--- config.mk ---
export PLATFORM = sky130hd
export DESIGN_NAME = snd_irq_arbiter
export DESIGN_NICKNAME = d
export VERILOG_FILES = /design/src/rtl/snd_irq_pkg.sv /design/src/rtl/snd_irq_pick.sv /design/src/rtl/snd_irq_arbiter.sv
export SDC_FILE = /design/constraint.sdc
export NUM_CORES = 1
export LEC_CHECK = 0
export BUFFER_PORTS_ARGS = -buffer_cell sky130_fd_sc_hd__buf_4
export CAP_MARGIN = 20
export CORE_AREA = 4 4 70 46
export CTS_BUF_LIST = sky130_fd_sc_hd__clkbuf_4
export CTS_CLUSTER_SIZE = 12
export DETAILED_ROUTE_END_ITERATION = 10
export DIE_AREA = 0 0 74 50
export GPL_TIMING_DRIVEN = 0
export MAX_ROUTING_LAYER = met4
export PLACE_DENSITY = 0.69
export SLEW_MARGIN = 20
export SYNTH_ARGS = -nofsm -noshare
export SYNTH_HDL_FRONTEND = slang
export SYNTH_SLANG_ARGS = --single-unit
--- constraint.sdc ---
create_clock -name clk_49m -period 3.1 [get_ports clk_49m]
set_input_delay 0.31 -clock clk_49m [delete_from_list [all_inputs] [get_ports clk_49m]]
set_output_delay 0.31 -clock clk_49m [all_outputs]
set_load 0.02 [all_outputs]
--- src/rtl/snd_irq_pkg.sv ---
// -----------------------------------------------------------------------------
// snd_irq_pkg
//   Shared types and helpers for the sound-CPU interrupt arbiter.
//   - trig_mode_t : per-source trigger mode (edge / level)
//   - VEC_STRIDE  : vector spacing between adjacent sources (IM2 table entries
//                   are 16-bit pointers, so consecutive sources are 2 apart)
//   - src_w()     : width of a source index for a given source count
// -----------------------------------------------------------------------------
package snd_irq_pkg;

    typedef enum logic {
        TRIG_EDGE  = 1'b0,
        TRIG_LEVEL = 1'b1
    } trig_mode_t;

    localparam int VEC_STRIDE = 2;

    // Index width for n sources; never narrower than one bit.
    function automatic int src_w(input int n);
        return (n > 1) ? $clog2(n) : 1;
    endfunction

endpackage

--- src/rtl/snd_irq_pick.sv ---
// -----------------------------------------------------------------------------
// snd_irq_pick
//   Combinational selector: picks one request out of req and returns it as a
//   one-hot bit and as an index.
//   ROTATE=0 : lowest index wins, `last` is ignored.
//   ROTATE=1 : search starts at last+1 and wraps modulo NUM_SRC (round robin).
//
// Ports
//   req    in  NUM_SRC  candidate bitmap (already qualified by mask)
//   last   in  IDW      previously granted index (round-robin start point)
//   onehot out NUM_SRC  selected source, one-hot; zero when none
//   idx    out IDW      selected source index; zero when none
//   any    out 1        a source was selected
// -----------------------------------------------------------------------------
module snd_irq_pick
    import snd_irq_pkg::*;
#(
    parameter int   NUM_SRC = 4,
    parameter bit   ROTATE  = 1'b0,
    localparam int  IDW     = src_w(NUM_SRC)
) (
    input  logic [NUM_SRC-1:0] req,
    input  logic [IDW-1:0]     last,
    output logic [NUM_SRC-1:0] onehot,
    output logic [IDW-1:0]     idx,
    output logic               any
);

    always_comb begin
        int             base;
        int             j;
        logic [IDW-1:0] jj;
        onehot = '0;
        idx    = '0;
        any    = 1'b0;
        base   = 0;
        j      = 0;
        jj     = '0;
        // Start one past the last winner; wrap explicitly so non-power-of-two
        // source counts stay in range.
        if (ROTATE)
            base = (int'(last) >= NUM_SRC - 1) ? 0 : int'(last) + 1;
        for (int i = 0; i < NUM_SRC; i++) begin
            j  = (base + i >= NUM_SRC) ? base + i - NUM_SRC : base + i;
            jj = IDW'(j);
            if (!any && req[jj]) begin
                any        = 1'b1;
                onehot[jj] = 1'b1;
                idx        = jj;
            end
        end
    end

endmodule

--- src/rtl/snd_irq_arbiter.sv ---
// -----------------------------------------------------------------------------
// snd_irq_arbiter
//   Sound-CPU interrupt controller. Latches NUM_SRC trigger sources as pending,
//   arbitrates among the unmasked ones and drives the Z80 INT_n line with an
//   IM2 vector (VEC_BASE + 2*k). After an acknowledge INT_n is held high for at
//   least GAP_CEN cen ticks to stop interrupt storms.
//
//   Build option: define SND_IRQ_RR_EN for round-robin arbitration (search
//   starts after the last granted source). Undefined: fixed priority, lowest
//   index wins.
//
// Ports
//   clk_49m   in  1               system clock
//   sirq_clr  in  1               async active-high reset / acknowledge
//   cen       in  1               sound clock enable; all state moves only here
//   flush     in  1               clears pending and overrun (on cen)
//   trig      in  NUM_SRC         raw trigger inputs
//   trig_mode in  NUM_SRC         0 = rising edge, 1 = level
//   mask      in  NUM_SRC         1 = source may be granted
//   irq_n     out 1               Z80 INT_n, active low
//   vector    out 8               IM2 vector of in-service source, FF when idle
//   src_id    out clog2(NUM_SRC)  in-service source index, 0 when idle
//   pending   out NUM_SRC         pending bitmap
//   overrun   out NUM_SRC         sticky: edge arrived while already pending
// -----------------------------------------------------------------------------
module snd_irq_arbiter
    import snd_irq_pkg::*;
#(
    parameter int         NUM_SRC  = 4,
    parameter logic [7:0] VEC_BASE = 8'hE0,
    parameter int         GAP_CEN  = 2
) (
    input  logic                       clk_49m,
    input  logic                       sirq_clr,
    input  logic                       cen,
    input  logic                       flush,
    input  logic [NUM_SRC-1:0]         trig,
    input  logic [NUM_SRC-1:0]         trig_mode,
    input  logic [NUM_SRC-1:0]         mask,
    output logic                       irq_n,
    output logic [7:0]                 vector,
    output logic [src_w(NUM_SRC)-1:0]  src_id,
    output logic [NUM_SRC-1:0]         pending,
    output logic [NUM_SRC-1:0]         overrun
);

    localparam int         IDW      = src_w(NUM_SRC);
    localparam logic [3:0] GAP_INIT = 4'(GAP_CEN);

    logic [NUM_SRC-1:0] hist;
    logic [NUM_SRC-1:0] evt;
    logic [NUM_SRC-1:0] is_edge;
    logic [NUM_SRC-1:0] pick_oh;
    logic [IDW-1:0]     pick_idx;
    logic               pick_any;
    logic               grant_en;
    logic [NUM_SRC-1:0] grant_oh;
    logic [3:0]         gap;
    logic [IDW-1:0]     last_grant;

    // ---------------------------------------------------------------- sampling
    always_comb begin
        evt     = '0;
        is_edge = '0;
        for (int k = 0; k < NUM_SRC; k++) begin
            is_edge[k] = (trig_mode_t'(trig_mode[k]) == TRIG_EDGE);
            evt[k]     = trig[k] & (is_edge[k] ? ~hist[k] : 1'b1);
        end
    end

    // ---------------------------------------------------------------- arbitration
    // Selection looks at the registered pending bitmap, so an event arriving
    // on this tick can only be granted on a later one.
`ifdef SND_IRQ_RR_EN
    localparam bit ROTATE = 1'b1;

    // Last-granted pointer. No reset: it survives acknowledges and starts
    // from the zeroed configuration state.
    always_ff @(posedge clk_49m) begin
        if (grant_en)
            last_grant <= pick_idx;
    end
`else
    localparam bit ROTATE = 1'b0;

    assign last_grant = '0;
`endif

    snd_irq_pick #(
        .NUM_SRC (NUM_SRC),
        .ROTATE  (ROTATE)
    ) u_pick (
        .req     (pending & mask),
        .last    (last_grant),
        .onehot  (pick_oh),
        .idx     (pick_idx),
        .any     (pick_any)
    );

    assign grant_en = cen & irq_n & (gap == 4'd0) & ~sirq_clr & pick_any;
    assign grant_oh = grant_en ? pick_oh : '0;

    // ---------------------------------------------------------------- pending
    // Deliberately outside the acknowledge reset: an acknowledge must never
    // drop a queued source. These registers rely on the zeroed power-up
    // state and are otherwise cleared only by flush or by a grant.
    always_ff @(posedge clk_49m) begin
        if (cen) begin
            hist <= trig;
            if (flush) begin
                pending <= '0;
                overrun <= '0;
            end else begin
                // A grant and a new event on the same source in one tick
                // re-arms it without counting as an overrun.
                pending <= (pending & ~grant_oh) | evt;
                overrun <= overrun | (evt & is_edge & pending & ~grant_oh);
            end
        end
    end

    // ---------------------------------------------------------------- INT_n
    // irq_n low is the in-service state; only the acknowledge returns it high.
    always_ff @(posedge clk_49m or posedge sirq_clr) begin
        if (sirq_clr) begin
            irq_n  <= 1'b1;
            src_id <= '0;
            vector <= 8'hFF;
            gap    <= GAP_INIT;
        end else if (cen) begin
            if (gap != 4'd0)
                gap <= gap - 4'd1;
            if (grant_en) begin
                irq_n  <= 1'b0;
                src_id <= pick_idx;
                vector <= VEC_BASE + 8'(VEC_STRIDE * int'(pick_idx));
            end
        end
    end

endmodule

==> reports/qor.yml <==
critical_path:
  startpoint: "gap[0]"
  slowest_delay_ps: 420
  endpoint_kind: "flip-flop"
  r2r_start: "gap[0]"
  startpoint_type: "flip-flop"
  critPathSlowestCell: "dfrtp_1"
  cp_data_required_time_ps: 3150
  crit_type: "flip-flop to flip-flop"
  path_cells: "inv_1 -> ha_1 -> or3b_1 -> buf_6 -> o31ai_1 -> o22ai_1"
  worstPathMaxFanout: 10
  arrival_ps: 2070
synthesis:
  synth_most_common_cell: "inv_1"
  synthTopCellsByArea: "edfxtp_1 (32%), dfrtp_1 (11%), dfstp_2 (9.4%)"
  ys_ff_latch: 21
  ys_types: 36
  syn_area_um2: 1110
  synth_edf_count: 12
  ys_warn_count: 0
  synthCells: 98
  syn_area_per_cell_um2: 11.4
  synth_ff_type: "edfxtp_1"
  yosys-top-cells-count: "inv_1 (16), edfxtp_1 (12), buf_4 (6), o22ai_1 (6)"
  ys_seq_area_share_pct: 53.0
  yosys.area.top_type: "edfxtp_1"
  synth_top_area_share_pct: 32.3
  synth-async-reset-ratio_pct: 42.9
placed_design:
  place_area_um2: 1400
  io_buffers: 31
  hpwl_um: 1910
  gp_congestion: 0.769
hold_path:
  hold_start: "trig[3]"
  min_path_type: "input port to flip-flop"
cts:
  path_clk_slew_ps: 110
  cts_tree: "yes"
  htreeDepth: 1
  clk_root_buffer_cell: "clkbuf_4"
  numClockSinks: 21
  clk_latency_ps: 310
  cts_resized: 0
  numCtsBuffers: 3
  clockBufferDepth: 2
floorplan:
  die_h_um: 50
  io_pins: 35
  row_count: 14
  core_region_area_um2: 2500
  die-area_um2: 3700
  initial_utilization_pct: 44.5
  die_w_um: 74
detailed_routing:
  viasPerCell: 5.24
  drc_errors: 0
  drt_iter0_drc: 38
  avgRoutedWirePerCell_um: 14.1
  drtAntennaViolNets: 0
  num_vias: 880
  wirelength_um: 2380
  drt_pass1_iterations: 4
sta:
  hold_viol: 0
  fin_setup_tns_ps: 0
  whs_ps: 184
  clock.fmax_mhz: 494
  period_share_pct: 65.3
  skew_ps: 2.90
  finalMaxSlewViolations: 0
  rsz0062_at_grt: "false"
  fin_crit_ps: 2020
  setup_viol: 0
global_routing:
  overflow: 0
  grt_pass1_wl_um: 3830
  track_usage_pct: 14.1
  grt_max_degree: 17
  grt_pass1_vias: 837
  antenna_found_initial: 0
status:
  status: "complete, no violations"
power_and_ir_drop:
  p_per_area_nw_per_um2: 491
  ir_worst_vdd_mv: 0.226
  internal_power_mw: 0.492
  leakage_nw: 0.663
  clkPwrFrac_pct: 20.0
  swShare_pct: 30.2
  pwr-share-seq_pct: 52.9
  p_total_mw: 0.705
  power.switching_mw: 0.213
  power_frac_comb_pct: 27.2
run:
  max_cap_violations: 0
final_layout:
  final_area_um2: 1440
  n_fill_cell: 227
  drive_gt1_share_pct: 38.2
  num_antenna_cells: 0
  area_growth_syn_to_layout_pct: 28.7
  nNetsFinal: 155
  fin_util_pct: 57.3
==> path summary, 6_finish.rpt <==
path / to / slack [ps] / cells past startpoint
setup / recovery: overrun[1] / 1080 / 6
hold / removal: hist[3] / 180 / 1
setup reg to reg: overrun[1] / 1080 / 6
hold reg to reg: vector[1] / 490 / 2
max in group asynchronous: gap[1] / 2290 / 3
min in group asynchronous: src_id[1] / 510 / 3
==> power groups by stage <==
| stage | Sequential [mW] | Combinational (mW) | Clock, mW |
|---|---|---|---|
| floorplan | 0.380 | 0.124 | 0 |
| global route | 0.376 | 0.210 | 0.161 |
| finish | 0.373 | 0.192 | 0.141 |
| global placement | 0.376 | 0.182 | 0 |
| CTS | 0.372 | 0.194 | 0.143 |
| detailed placement | 0.378 | 0.193 | 0 |
==> critical path: cells and delay by family (launching register included) <==
family | cells | cell delay, ps
AO/OA/AOI/OAI | 2 | 540
flip-flops | 1 | 420
AND/OR/NAND/NOR | 1 | 370
buffers and inverters | 2 | 260
adder cells (fa/ha/maj) | 1 | 190
==> kinds of logic (layout without fill, tap and decap cells) <==
group	count (synthesis)	in the layout	share of synthesized area (%)
AO/OA/AOI/OAI	27	27	19.6
AND/OR/NAND/NOR	21	21	12.3
flip-flops	21	21	53.0
multiplexers	1	1	0.898
buffers and inverters	24	60	10.8
adder cells (fa/ha/maj)	2	2	2.24
XOR/XNOR	1	1	0.786
other	1	3	0.336
==> through the flow <==
stage | setup WS (ps) | cells
finish | 1080 | 168
global route | 965 | 168
CTS | 1040 | 168
detailed placement | 1070 | 163
global placement | 1140 | 163
floorplan | 1290 | 100
==> placed cells by master, fill, tap and decap left out, drive strengths merged, types with 2 or more instances in the layout <==
cell,Yosys,layout
buf,7,38
inv,16,16
edfxtp,12,12
o22ai,6,6
nand2,5,5
dfrtp,5,5
clkbuf,1,5
dfstp,4,4
nor2b,3,3
nor3,3,3
or4b,3,3
o21ai,3,3
conb,1,3
a21o,2,2
a211oi,2,2
o32a,2,2
a21oi,2,2
nand2b,2,2
o32ai,2,2
ha,2,2
==> area by class of cell <==
| class | instances | area (um2) | area share [%] |
|---|---|---|---|
| sequential | 21 | 591 | 41.2 |
| clock buffer | 4 | 30.0 | 2.09 |
| inverter | 16 | 60.1 | 4.18 |
| buffer | 8 | 60.1 | 4.18 |
| tap | 32 | 40.0 | 2.79 |
| multi-input combinational | 55 | 412 | 28.7 |
| timing repair buffer | 32 | 243 | 16.9 |
==> routing by layer <==
| layer | vias to the layer above | track usage (%) | part of all wire [%] |
|---|---|---|---|
| met4 | 0 | 2.71 | 0.88 |
| met5 | - | - | 0 |
| met3 | 4 | 6.09 | 7.6 |
| met1 | 420 | 17.7 | 44 |
| met2 | 27 | 21.2 | 47 |
| li1 | 429 | - | - |
==> state kept, by name (all words and copies together) (netlist names) <==
| name | flops |
|---|---|
| overrun | 4 |
| gap | 4 |
| pending | 4 |
| hist | 4 |
| src_id | 2 |
| vector | 3 |
==> timing repair <==
action,4_1_cts,5_1_grt
setup buffers,0,0
hold endpoints to repair,5,0
hold buffers,1,0
Note: power is estimated with default switching activity, not from simulation.
